## config.mk

```make
export PLATFORM = sky130hd
export DESIGN_NAME = uart_rx_byte
export DESIGN_NICKNAME = d
export VERILOG_FILES = /design/src/rtl/uart_rx_byte.sv
export SDC_FILE = /design/constraint.sdc
export NUM_CORES = 1
export LEC_CHECK = 0
export ABC_AREA = 0
export BUFFER_PORTS_ARGS = -buffer_cell sky130_fd_sc_hd__buf_2
export CORE_ASPECT_RATIO = 0.9
export CORE_MARGIN = 2
export CORE_UTILIZATION = 30
export DETAILED_ROUTE_END_ITERATION = 10
export GPL_ROUTABILITY_DRIVEN = 1
export RECOVER_POWER = 100
export SLEW_MARGIN = 20
export SYNTH_ARGS = -nofsm -noshare
export SYNTH_HDL_FRONTEND = slang
export SYNTH_SLANG_ARGS = --single-unit
```

## constraint.sdc

```tcl
create_clock -name clk -period 1.9 [get_ports clk]
set_input_delay 0.095 -clock clk [delete_from_list [all_inputs] [get_ports clk]]
set_output_delay 0.095 -clock clk [all_outputs]
set_load 0.01 [all_outputs]
```

## src/rtl/uart_rx_byte.sv

```systemverilog
// UART receiver: 8N1, LSB first, mid-bit sampling.
// Received bytes land in a one-entry holding register drained by rd.
module uart_rx_byte #(
   parameter int CLKS_PER_BIT = 868
) (
   input  logic       clk,
   input  logic       rst,
   input  logic       rx,
   input  logic       rd,
   output logic [7:0] data,
   output logic       valid,
   output logic       frame_err,
   output logic       overrun,
   output logic       busy
);

   localparam int HALF = CLKS_PER_BIT / 2;
   localparam int CW   = $clog2(CLKS_PER_BIT);

   localparam logic [CW-1:0] HALF_M1 = CW'(HALF - 1);
   localparam logic [CW-1:0] BIT_M1  = CW'(CLKS_PER_BIT - 1);

   typedef enum logic [1:0] {
      IDLE,
      START,
      DATA,
      STOP
   } state_t;

   state_t        state;
   logic          rx_m;
   logic          rx_s;
   logic [CW-1:0] cnt;
   logic [2:0]    bit_idx;
   logic [7:0]    shreg;

   always_ff @(posedge clk or posedge rst) begin
      if (rst) begin
         rx_m <= 1'b1;
         rx_s <= 1'b1;
      end else begin
         rx_m <= rx;
         rx_s <= rx_m;
      end
   end

   always_ff @(posedge clk or posedge rst) begin
      if (rst) begin
         state     <= IDLE;
         cnt       <= '0;
         bit_idx   <= 3'd0;
         shreg     <= 8'h00;
         data      <= 8'h00;
         valid     <= 1'b0;
         frame_err <= 1'b0;
         overrun   <= 1'b0;
         busy      <= 1'b0;
      end else begin
         frame_err <= 1'b0;
         if (rd && valid) begin
            valid   <= 1'b0;
            overrun <= 1'b0;
         end
         unique case (state)
            IDLE: begin
               if (!rx_s) begin
                  state <= START;
                  cnt   <= '0;
                  busy  <= 1'b1;
               end
            end
            START: begin
               if (cnt == HALF_M1) begin
                  cnt <= '0;
                  if (!rx_s) begin
                     state   <= DATA;
                     bit_idx <= 3'd0;
                  end else begin
                     state <= IDLE;
                     busy  <= 1'b0;
                  end
               end else begin
                  cnt <= cnt + 1'b1;
               end
            end
            DATA: begin
               if (cnt == BIT_M1) begin
                  cnt            <= '0;
                  shreg[bit_idx] <= rx_s;
                  if (bit_idx == 3'd7) begin
                     state <= STOP;
                  end else begin
                     bit_idx <= bit_idx + 3'd1;
                  end
               end else begin
                  cnt <= cnt + 1'b1;
               end
            end
            STOP: begin
               if (cnt == BIT_M1) begin
                  // Back to IDLE at mid-stop so a following start edge is caught
                  state <= IDLE;
                  cnt   <= '0;
                  busy  <= 1'b0;
                  if (rx_s) begin
                     data    <= shreg;
                     valid   <= 1'b1;
                     overrun <= (overrun || valid) && !rd;
                  end else begin
                     frame_err <= 1'b1;
                  end
               end else begin
                  cnt <= cnt + 1'b1;
               end
            end
            default: begin
               state <= IDLE;
               busy  <= 1'b0;
            end
         endcase
      end
   end

endmodule
```

==> reports/results.md <==
| Group | Item | Value |
|:---|:---|:---|
| outcome | Status | completed |
| worst setup path | Required arrival time at the worst endpoint | 2.07 ns |
| run | Max-cap violation count | 0 |
| die | Total Die Area | 6880 um^2 |
| timing | Total negative slack for setup checks | 0 ns |
| die | Number of rows in the core area | 27 |
| die | Die boundary width | 87.2 um |
| clock network | Skew-Pair Late Insertion Delay | 0.29 ns |
| die | Starting density of the core | 0.308 |
| die | I/O pin cnt | 16 |
| route | Initial drt markers | 98 |
| timing | Relative max-transition margin | 0.420 |
| yosys | Post-synthesis sequential element count | 37 |
| yosys | Fraction of registers with async set or reset after synthesis | 1.00 |
| route | DRC errors left | 0 |
| finish | Number of nets in the final layout | 221 |
| worst setup path | Max stage delay cell, worst path | sky130_fd_sc_hd__or4_4 |
| yosys | Count of synthesis-stage warnings from yosys | 0 |
| yosys | EDFF count, synth | 0 |
| yosys | Number of cells produced by synthesis | 178 |
| die | Overall die height | 78.9 um |
| route | Average detailed-routed wire length per instance | 12.8 um |
| worst setup path | R2R Path End | cnt[6] |
| timing | Setup repair after global routing missed its margin | yes |
| min path | Beginning of the worst hold path | rd |
| yosys | Netlist area before placement | 1870 um^2 |
| worst setup path | Longest individual stage delay on the worst path | 0.55 ns |
| yosys | Synth Net Count | 186 |
| global route | Residual overflow from global routing | 0 |
| worst setup path | Crit start category | flop |
| worst setup path | Category of the worst setup path capture point | flop |
| timing | Worst Clk Skew | 0.00912 ns |
| global route | Largest net degree at the start of global routing | 38 |
| die | Area of the placeable core | 6080 um^2 |
| power and ir drop | Peak supply drop | 0.366 mV |
| timing | Transition time at the pin with the least slew margin | 0.870 ns |
| finish | Most frequent cells in the layout | 35 x sky130_fd_sc_hd__dfrtp_1, 20 x sky130_fd_sc_hd__buf_4, 17 x sky130_fd_sc_hd__mux2_2 |
| clock network | Clock tree from TritonCTS | yes |
| yosys | Number of library cell types mapped by synthesis | 49 |
| power and ir drop | Final total power | 0.00161 W |
| finish | Antenna diode count | 0 |
| route | Via count normalized by instance count | 4.93 |
| timing | Max Slew Vio Count | 0 |
| timing | Fin. Hold Viols | 0 |
| timing | Final period utilization | 0.993 |
| finish | Leading cell type in the layout, fill and taps excluded | sky130_fd_sc_hd__dfrtp_1 |
| worst setup path | Slack of the worst reg-to-reg path | 0.01 ns |
| power and ir drop | PwrDens | 687 nW/um^2 |
| finish | Layout cell share with drive strength beyond 1 | 0.318 |
| yosys | Main flop type after synthesis | sky130_fd_sc_hd__dfrtp_1 |
| clock network | Root buffer cell | sky130_fd_sc_hd__clkbuf_8 |
| finish | Post-layout instance area | 2350 um^2 |
| clock network | CTS Buffer Depth | 2 |
| clock network | Clock Pin Slew Worst Setup and Hold Paths | 0.08 ns |
| power and ir drop | Leak pwr | 1.10 nW |
| global route | Via count of the first global-routing pass | 1494 |
| yosys | Sequential-to-total area share from yosys stat | 0.496 |
| timing | Clock period minus worst slack | 1.89 ns |
| route | Antenna Violating Nets Remaining | 0 |
| timing | Worst Hold Slack | 0.00983 ns |
| clock network | H-tree levels | 2 |
| route | Total number of vias | 1409 |
| global route | Global-route wire length before repair | 6780 um |
| worst setup path | Cell breakdown of the critical path | or4_4 > o31a_1 > buf_6 > o221ai_2 > nand3_1 |
| global route | Initial antenna violation count | 0 |
| min path | Hold EP | overrun |
| worst setup path | Data arrival time of the worst path | 2.06 ns |
| placement | Number of port buffers | 15 |
| clock network | Number of buffers added by the clock tree synthesis step | 5 |
| worst setup path | Family of cells with the greatest summed delay on the critical path | simple AND/OR/NAND/NOR gates |
| timing | Fmax | 530 MHz |
| worst setup path | Critical setup path kind | reg -> reg |
| worst setup path | Depth of the most critical reg-to-reg path | 5 |
| worst setup path | R2r startpoint | cnt[6] |
| placement | DPL Wire Length | 2680 um |
| worst setup path | Buffers & Inverters on Critical Path | 1 |
| timing | Setup violators final | 0 |
| worst setup path | Critical Path Fanout Max | 7 |
| yosys | Syn Area/Cell | 10.5 um^2 |
| placement | GP Congestion | 0.838 |
| route | Number of search-and-repair iterations in the first detailed-routing pass | 4 |
| placement | Post-DP Area | 2120 um^2 |
| global route | Combined global-route utilization of all metal layers | 0.123 |
| min path | Worst hold path cell count | 2 |
| route | Routed wire length | 3670 um |
| clock network | CTS sink cnt | 37 |
| finish | Layout overhead on the synthesized area | 25.6% |
| min path | Class of the tightest hold or removal check | in -> reg |
per-layer routing:
layer  wire length, um  track usage  vias to the layer above
met3               119       0.0281                        6
met1              1920        0.175                      668
met5                 0            0                        -
met4                56       0.0446                        0
met2              1570        0.181                       23
li1                  -            -                      712
how the worst max path moves through the flow:
| stage | from | endpoint | depth (start not counted) |
|---|---|---|---|
| 4_1_cts | cnt[9] | cnt[6] | 5 |
| 2_1_floorplan | cnt[0] | data[0] | 7 |
| 6_report | cnt[6] | cnt[6] | 5 |
| 3_3_place_gp | cnt[0] | data[3] | 5 |
| 5_1_grt | cnt[6] | cnt[5] | 5 |
| 3_5_place_dp | cnt[0] | data[0] | 5 |
state kept, by name (all words and copies together), names as in the netlist, named ones only:
name / flops
rx_s: 1
frame_err: 1
cnt: 10
busy: 1
data: 8
state: 1
shreg: 8
overrun: 1
bit_idx: 3
valid: 1
rx_m: 1
cells by family (layout without fill, tap and decap cells):
group / Yosys count / in the layout / share of synthesized area
AND/OR/NAND/NOR: 65 / 65 / 0.195
flip-flops: 37 / 37 / 0.496
AO/OA/AOI/OAI: 32 / 32 / 0.118
buffers and inverters: 21 / 57 / 0.0508
multiplexers: 18 / 18 / 0.108
adder cells (fa/ha/maj): 4 / 4 / 0.0268
XOR/XNOR: 1 / 1 / 0.00468
area by class of cell:
cell class / count / area [um^2]
inverter: 9 / 33.8
clock buffer: 5 / 68.8
sequential: 37 / 928
multi-input combinational: 120 / 906
timing repair buffer: 40 / 258
tap: 72 / 90.1
fill: 613 / 3730
clock inverter: 3 / 65.1
repair_timing:
item | CTS | global route
endpoints found under the hold margin | 36 | 0
pin swaps | 1 | 9
setup endpoints to repair | 11 | 18
buffers inserted | 0 | 4
gates resized for setup | 2 | 16
hold buffers | 2 | 0
cell usage after synthesis, types with 2 or more instances:
master                     number  area [um^2]
sky130_fd_sc_hd__buf_2          3         15.0
sky130_fd_sc_hd__ha_1           4         50.1
sky130_fd_sc_hd__nand3_1        4         20.0
sky130_fd_sc_hd__nor2b_1        5         31.3
sky130_fd_sc_hd__a21oi_1        3         15.0
sky130_fd_sc_hd__o21ai_0        6         30.0
sky130_fd_sc_hd__nor4_1         3         18.8
sky130_fd_sc_hd__mux2_2        17          191
sky130_fd_sc_hd__dfrtp_1       35          876
sky130_fd_sc_hd__and4b_1        2         20.0
sky130_fd_sc_hd__a31oi_1        2         12.5
sky130_fd_sc_hd__inv_1          9         33.8
sky130_fd_sc_hd__and2_1         2         12.5
sky130_fd_sc_hd__dfstp_2        2         52.6
sky130_fd_sc_hd__o22ai_1        5         31.3
sky130_fd_sc_hd__clkbuf_1       5         18.8
sky130_fd_sc_hd__nand2_1       14         52.6
sky130_fd_sc_hd__nand4_1        4         25.0
sky130_fd_sc_hd__nor3_1         4         20.0
sky130_fd_sc_hd__nor2_1        12         45.0
sky130_fd_sc_hd__and4_1         2         17.5
sky130_fd_sc_hd__a22o_1         2         17.5
sky130_fd_sc_hd__and3_1         2         12.5
sky130_fd_sc_hd__nor4b_1        3         26.3
sky130_fd_sc_hd__nand2b_1       2         12.5
sky130_fd_sc_hd__a22oi_1        3         22.5
power by group:
| part | switching, W | leakage, nW | internal [W] |
|---|---|---|---|
| registers | 0.00000197 | 0.485 | 0.000791 |
| clock network | 0.000271 | 0.0681 | 0.000521 |
| logic | 0.0000208 | 0.548 | 0.00000841 |
metrics by stage:
| step | util | std cells | setup slack [ns] |
|---|---|---|---|
| finish | 0.386 | 286 | 0.0136 |
| floorplan | - | 178 | 0.0994 |
| global route | 0.386 | 286 | -0.0779 |
| detailed placement | 0.348 | 272 | -0.0512 |
| global placement | 0.348 | 272 | -0.00384 |
| CTS | 0.375 | 282 | 0.0115 |
No activity file was read; power rests on OpenSTA's default activity.
